$ cat src/rtl/uart_rx_pkt_ctrl.sv
// ---------------------------------------------------------------------------
// uart_rx_pkt_ctrl
//   Packet controller behind a UART receiver. Hunts for SYNC_BYTE, takes a
//   length byte, buffers the payload and checks an XOR checksum that covers
//   the length byte and all payload bytes. A validated packet is held and
//   read out one byte per rd_en_i. Inter-byte gaps longer than TIMEOUT
//   abort the packet.
//
// Ports
//   clk, rst      : clock, synchronous active-high reset
//   rx_data_i     : received byte (valid when rx_valid_i=1)
//   rx_valid_i    : one-cycle byte strobe
//   rd_en_i       : pop the current payload byte
//   pkt_ready_o   : validated packet held and readable
//   pkt_len_o     : payload length of the held packet
//   rd_data_o     : current payload byte (0 when no packet held)
//   rd_last_o     : current byte is the final payload byte
//   err_o         : one-cycle framing error pulse
//   err_code_o    : last error (0 none, 1 length, 2 checksum, 3 timeout)
//   overrun_o     : one-cycle pulse when a byte is dropped while holding
//   pkt_cnt_o     : good packet count, wraps
// ---------------------------------------------------------------------------
module uart_rx_pkt_ctrl #(
  parameter int unsigned MAX_LEN   = 16,
  parameter logic [7:0]  SYNC_BYTE = 8'hA5,
  parameter logic [15:0] TIMEOUT   = 16'd1000
) (
  input  logic        clk,
  input  logic        rst,
  input  logic [7:0]  rx_data_i,
  input  logic        rx_valid_i,
  input  logic        rd_en_i,
  output logic        pkt_ready_o,
  output logic [7:0]  pkt_len_o,
  output logic [7:0]  rd_data_o,
  output logic        rd_last_o,
  output logic        err_o,
  output logic [1:0]  err_code_o,
  output logic        overrun_o,
  output logic [15:0] pkt_cnt_o
);

  localparam int unsigned AW        = (MAX_LEN > 1) ? $clog2(MAX_LEN) : 1;
  localparam logic [7:0]  MAX_LEN_B = 8'(MAX_LEN);
  localparam logic [15:0] GAP_LIMIT = TIMEOUT - 16'd1;

  localparam logic [1:0] ERR_LEN     = 2'd1;
  localparam logic [1:0] ERR_CSUM    = 2'd2;
  localparam logic [1:0] ERR_TIMEOUT = 2'd3;

  typedef enum logic [4:0] {
    S_IDLE    = 5'b00001,
    S_LEN     = 5'b00010,
    S_PAYLOAD = 5'b00100,
    S_CSUM    = 5'b01000,
    S_HOLD    = 5'b10000
  } state_t;

  state_t state;
  state_t state_nxt;

  logic [7:0]  pkt_buf [MAX_LEN];
  logic [7:0]  rd_ptr;
  logic [7:0]  wr_idx;
  logic [7:0]  csum;
  logic [15:0] gap;

  // Decoded events for the current cycle
  logic in_frame;
  logic byte_in;
  logic timeout_hit;
  logic len_bad;
  logic len_good;
  logic pay_wr;
  logic pay_last;
  logic csum_good;
  logic csum_bad;
  logic pop;
  logic pop_last;
  logic overrun_hit;
  logic err_hit;
  logic [1:0] err_code_nxt;

  // State register
  always_ff @(posedge clk) begin
    if (rst) begin
      state <= S_IDLE;
    end else begin
      state <= state_nxt;
    end
  end

  // Next-state logic
  always_comb begin
    state_nxt = state;
    unique case (state)
      S_IDLE: begin
        if (byte_in && rx_data_i == SYNC_BYTE) begin
          state_nxt = S_LEN;
        end
      end
      S_LEN: begin
        if (len_bad || timeout_hit) begin
          state_nxt = S_IDLE;
        end else if (len_good) begin
          state_nxt = S_PAYLOAD;
        end
      end
      S_PAYLOAD: begin
        if (timeout_hit) begin
          state_nxt = S_IDLE;
        end else if (pay_last) begin
          state_nxt = S_CSUM;
        end
      end
      S_CSUM: begin
        if (csum_bad || timeout_hit) begin
          state_nxt = S_IDLE;
        end else if (csum_good) begin
          state_nxt = S_HOLD;
        end
      end
      S_HOLD: begin
        if (pop_last) begin
          state_nxt = S_IDLE;
        end
      end
      default: state_nxt = S_IDLE;
    endcase
  end

  // Event decode and read-side outputs
  always_comb begin
    byte_in      = rx_valid_i;
    in_frame     = (state == S_LEN) || (state == S_PAYLOAD) || (state == S_CSUM);
    // A byte on the limit cycle takes priority over the timeout
    timeout_hit  = in_frame && !rx_valid_i && (gap == GAP_LIMIT);
    len_bad      = byte_in && (state == S_LEN) &&
                   ((rx_data_i == 8'd0) || (rx_data_i > MAX_LEN_B));
    len_good     = byte_in && (state == S_LEN) && !len_bad;
    pay_wr       = byte_in && (state == S_PAYLOAD);
    pay_last     = pay_wr && (wr_idx == pkt_len_o - 8'd1);
    csum_good    = byte_in && (state == S_CSUM) && (rx_data_i == csum);
    csum_bad     = byte_in && (state == S_CSUM) && (rx_data_i != csum);
    overrun_hit  = byte_in && (state == S_HOLD);

    pkt_ready_o  = (state == S_HOLD);
    rd_last_o    = pkt_ready_o && (rd_ptr == pkt_len_o - 8'd1);
    rd_data_o    = pkt_ready_o ? pkt_buf[AW'(rd_ptr)] : 8'h00;
    pop          = rd_en_i && pkt_ready_o;
    pop_last     = pop && rd_last_o;

    err_hit      = len_bad || csum_bad || timeout_hit;
    err_code_nxt = 2'd0;
    if (len_bad) begin
      err_code_nxt = ERR_LEN;
    end else if (csum_bad) begin
      err_code_nxt = ERR_CSUM;
    end else if (timeout_hit) begin
      err_code_nxt = ERR_TIMEOUT;
    end
  end

  // Control datapath and registered status outputs
  always_ff @(posedge clk) begin
    if (rst) begin
      pkt_len_o  <= 8'd0;
      err_o      <= 1'b0;
      err_code_o <= 2'd0;
      overrun_o  <= 1'b0;
      pkt_cnt_o  <= 16'd0;
      rd_ptr     <= 8'd0;
      wr_idx     <= 8'd0;
      csum       <= 8'd0;
      gap        <= 16'd0;
    end else begin
      err_o     <= err_hit;
      overrun_o <= overrun_hit;
      if (err_hit) begin
        err_code_o <= err_code_nxt;
      end

      // Gap counter only runs while a packet is being framed
      if (!in_frame || rx_valid_i) begin
        gap <= 16'd0;
      end else begin
        gap <= gap + 16'd1;
      end

      if (len_good) begin
        pkt_len_o <= rx_data_i;
        csum      <= rx_data_i;
        wr_idx    <= 8'd0;
      end

      if (pay_wr) begin
        csum   <= csum ^ rx_data_i;
        wr_idx <= wr_idx + 8'd1;
      end

      if (csum_good) begin
        rd_ptr    <= 8'd0;
        pkt_cnt_o <= pkt_cnt_o + 16'd1;
      end

      if (pop) begin
        rd_ptr <= pop_last ? 8'd0 : rd_ptr + 8'd1;
      end
    end
  end

  // Payload storage; contents are don't-care after reset
  always_ff @(posedge clk) begin
    if (pay_wr) begin
      pkt_buf[AW'(wr_idx)] <= rx_data_i;
    end
  end

endmodule

$ cat config.mk
export PLATFORM = sky130hd
export DESIGN_NAME = uart_rx_pkt_ctrl
export DESIGN_NICKNAME = d
export VERILOG_FILES = /design/src/rtl/uart_rx_pkt_ctrl.sv
export SDC_FILE = /design/constraint.sdc
export NUM_CORES = 1
export LEC_CHECK = 0
export CAP_MARGIN = 5
export CORE_MARGIN = 3
export CORE_UTILIZATION = 45
export CTS_CLUSTER_SIZE = 24
export DETAILED_ROUTE_END_ITERATION = 16
export HOLD_SLACK_MARGIN = 0.06
export PLACE_DENSITY = 0.65
export SYNTH_ARGS = -nofsm -noshare
export SYNTH_HDL_FRONTEND = slang
export SYNTH_SLANG_ARGS = --single-unit
$ cat constraint.sdc
create_clock -name clk -period 2.5 [get_ports clk]
set_clock_uncertainty 0.15 [all_clocks]
set_input_delay 0.25 -clock clk [delete_from_list [all_inputs] [get_ports clk]]
set_output_delay 0.25 -clock clk [all_outputs]
set_load 0.1 [all_outputs]
==> flow_metrics.tcl <==
set metrics [dict create \
    n_antenna_cell 0 \
    violations "negative setup slack" \
    tightest_slew_ns 0.525 \
    synth_edf_count 128 \
    cp.required_ns 2.10 \
    cts.sinks 205 \
    drtAntennaViolNets 0 \
    outcome "finished, violations left" \
    hold_class "reg -> reg" \
    port_buffers 49 \
    start_util_pct 46.3 \
    grt_util_all_layers_pct 19.6 \
    fmax_ghz 0.336 \
    coreArea_um2 19700 \
    r2r-end "state[0]$_SDFFE_PP1P_" \
    ir_drop_uv 612 \
    dp_hpwl_um 14300 \
    seqPwrFrac_pct 50.7 \
    synth_area_um2 9100 \
    grt_pass1_vias 6196 \
    dieArea_um2 22000 \
    setup_viol 9 \
    leakagePower_nw 3.97 \
    setup_slack_ns -0.475 \
    drive_above_1_share_pct 29.6 \
    gp_congestion 0.822 \
    hold_violations 0 \
    num_vias 6232 \
    syn_area_per_cell_um2 12.8 \
    fillers 1601 \
    post-route-min-period_ns 2.97 \
    wl_um 21600 \
    critical_path_class "reg -> out" \
    internal_power_mw 5.67 \
    die_x_um 148 \
    grt_pass1_wl_um 34200 \
    maxSlewHeadroom_pct 65.0 \
    clk_pin_slew_worst_paths_ns 0.06 \
    wire_per_inst_um 19.6 \
    cts_root_buffer "clkbuf_16" \
    area_growth_pct 25.1 \
    power_switching_mw 1.41 \
    first_pass_iters 4 \
    finalSetupTns_ns -3.85 \
    grt-ovfl-total 0 \
    r2r_start "pkt_len_o[0]$_SDFFE_PP0P_" \
    via_per_inst 5.66 \
    netlist_instances 711 \
    crit_path_start_kind "register" \
    async_flop_share_pct 0 \
    rows 51 \
    clockBufferDepth 3 \
    num_io_pins 50 \
    drcViolationCount 0 \
    clk_latency_ns 0.51 \
    antenna_found_initial 0 \
    combPwrFrac_pct 2.4 \
    grt_max_degree 33 \
    rrSetupSlack_ns 0.06 \
    cts_buffers 22 \
    rsz0062_at_grt "yes" \
    p_clk_share_pct 46.8 \
    arrival_ns 2.57 \
    tritoncts "built" \
    min_period_over_period_pct 119 \
    slowest_stage "or4_4" \
    worstRegToRegCells 8 \
    ys.flop_type "edfxtp_1" \
    endpoint "rd_last_o" \
    fp.dieH_um 148 \
    synth.distinct_cells 65 \
    fin_nets 841 \
    maxCapViolCount 0 \
    max_stage_delay_ns 0.49 \
    p_per_area_nw_per_um2 622 \
    yosys_warnings 0 \
    ys_seq_elements 205 \
    worstPathCellList "inv_2 -> ha_4 -> nor3b_4 -> xnor2_2 -> a31o_1 -> or4_4 -> nor4b_4 -> buf_12" \
    dr.first_iter.drc_count 592 \
    yosysSeqAreaShare_pct 59.2 \
    switching_share_pct 19.9 \
    crit_path_end_kind "output pin" \
    place_ws_ns -0.116 \
    syn_nets 731 \
    cp-startpoint "pkt_len_o[1]$_SDFFE_PP0P_" \
    drv_slew 0 \
    htreeDepth 1 \
    crit_fanout 2 \
]
==> power by group through the flow <==
stage	registers, mW	logic [mW]	clock network (mW)
2_1_floorplan	3.67	0.0707	0
4_1_cts	3.59	0.172	3.38
5_1_grt	3.59	0.186	3.54
3_3_place_gp	3.67	0.165	0
6_report	3.59	0.173	3.32
3_5_place_dp	3.67	0.170	0
==> through the flow <==
step / std cells / hold WS, ns / instance area (um2) / total power, mW / utilization, %
floorplan: 711 / 0.199 / 9220 / 3.74 / -
global placement: 1054 / 0.289 / 10400 / 3.83 / 53.1
detailed placement: 1054 / 0.306 / 10400 / 3.84 / 53.1
CTS: 1102 / 0.322 / 11400 / 7.15 / 57.8
global route: 1102 / 0.366 / 11400 / 7.32 / 57.9
finish: 1102 / 0.316 / 11400 / 7.08 / 57.9
==> logic make-up after synthesis <==
kind of cell,share of synthesized area (%)
buffers and inverters,2.56
adders and majority gates,1.10
DFF,59.2
xor gates and xnor gates,5.73
and+or+nand+nor,15.5
AOI/OAI and AO/OA,5.51
muxes,10.5
==> metal layers <==
| metal | vias to the layer above | global-route usage, % | share of wire [%] | wire [um] |
|---|---|---|---|---|
| met1 | 3133 | 26.6 | 42 | 9030 |
| met5 | - | 0 | 0 | 0 |
| li1 | 2875 | - | - | - |
| met4 | 0 | 5.87 | 2.9 | 630 |
| met2 | 181 | 33.2 | 50 | 10800 |
| met3 | 43 | 2.77 | 5.5 | 1180 |
==> registers in the layout, indices dropped and copies added (netlist names), 5 cells and up, named ones only <==
| signal | count |
|---|---|
| csum | 8 |
| gap | 16 |
| pkt_buf | 128 |
| pkt_cnt_o | 16 |
| pkt_len_o | 8 |
| rd_ptr | 8 |
| state | 5 |
| wr_idx | 8 |
==> cell usage after synthesis (all sizes together), types with 4 or more instances <==
library cell	instances	area share [%]
nor2	76	3.1
xor2	31	3.0
xnor2	23	2.2
nand2b	4	0.27
nand4	13	0.89
nand3b	5	0.41
nor3	18	1.2
o21ai	22	1.2
clkbuf	25	1.0
nand2	42	1.7
nor4	12	0.96
nand3	28	1.5
or2	5	0.34
ha	8	1.1
and4	4	0.38
inv	12	0.49
nor3b	6	0.55
dfxtp	77	17
and2	11	0.76
a31oi	5	0.34
mux4	40	9.9
or3	7	0.51
nor2b	7	0.48
buf	16	1.0
a21oi	26	1.4
and3	16	1.1
edfxtp	128	42
==> worst min path at each step <==
stage | to | cells after the start | startpoint | slack (ns)
global placement | gap[0]$_SDFF_PP0_ | 1 | gap[0]$_SDFF_PP0_ | 0.29
floorplan | pkt_buf[0][0]$_DFFE_PP_ | 0 | rx_data_i[0] | 0.20
detailed placement | gap[0]$_SDFF_PP0_ | 1 | gap[0]$_SDFF_PP0_ | 0.31
finish | gap[0]$_SDFF_PP0_ | 1 | gap[0]$_SDFF_PP0_ | 0.32
CTS | gap[0]$_SDFF_PP0_ | 1 | gap[0]$_SDFF_PP0_ | 0.32
global route | gap[0]$_SDFF_PP0_ | 1 | gap[0]$_SDFF_PP0_ | 0.37
==> worst max-delay path, delay by kind of cell (launching register included) <==
family | cells | cell delay, ns
buffers and inverters | 2 | 0.28
DFF | 1 | 0.34
AOI/OAI and AO/OA | 1 | 0.19
xor gates and xnor gates | 1 | 0.09
adders and majority gates | 1 | 0.13
and+or+nand+nor | 3 | 1.03
==> cell type report <==
type | count | area, um2 | share of cell area [%]
repair buffers | 126 | 1220 | 10.7
clock inverters | 17 | 196 | 1.73
clock buffers | 23 | 554 | 4.87
flip-flops and latches | 205 | 5410 | 47.5
repair inverters | 1 | 7.51 | 0.0659
inverters | 12 | 48.8 | 0.429
well taps | 265 | 332 | 2.91
multi-input cells | 453 | 3620 | 31.8
==> placed cells by master, fill, tap and decap left out, drive strengths merged, types with 5 or more instances in the layout <==
cell / count
edfxtp: 128
buf: 114
dfxtp: 77
nor2: 76
nand2: 42
mux4: 40
xor2: 31
nand3: 28
a21oi: 26
clkbuf: 24
xnor2: 23
o21ai: 22
nor3: 18
and3: 16
nand4: 13
nor4: 12
inv: 11
and2: 11
clkdlybuf4s50: 10
clkinv: 10
ha: 8
nor2b: 7
or3: 7
nor3b: 6
nand3b: 5
a31oi: 5
clkinvlp: 5
or2: 5
==> repair_timing <==
action                                  CTS  global route
resized for setup                        18             7
pin swaps                                 1             6
endpoints found under the hold margin     7             0
hold buffers                              1             0
gates cloned                              3             2
endpoints found under the setup margin   19            18
buffers inserted                          4             0
Power figures use the tool's default switching activity.
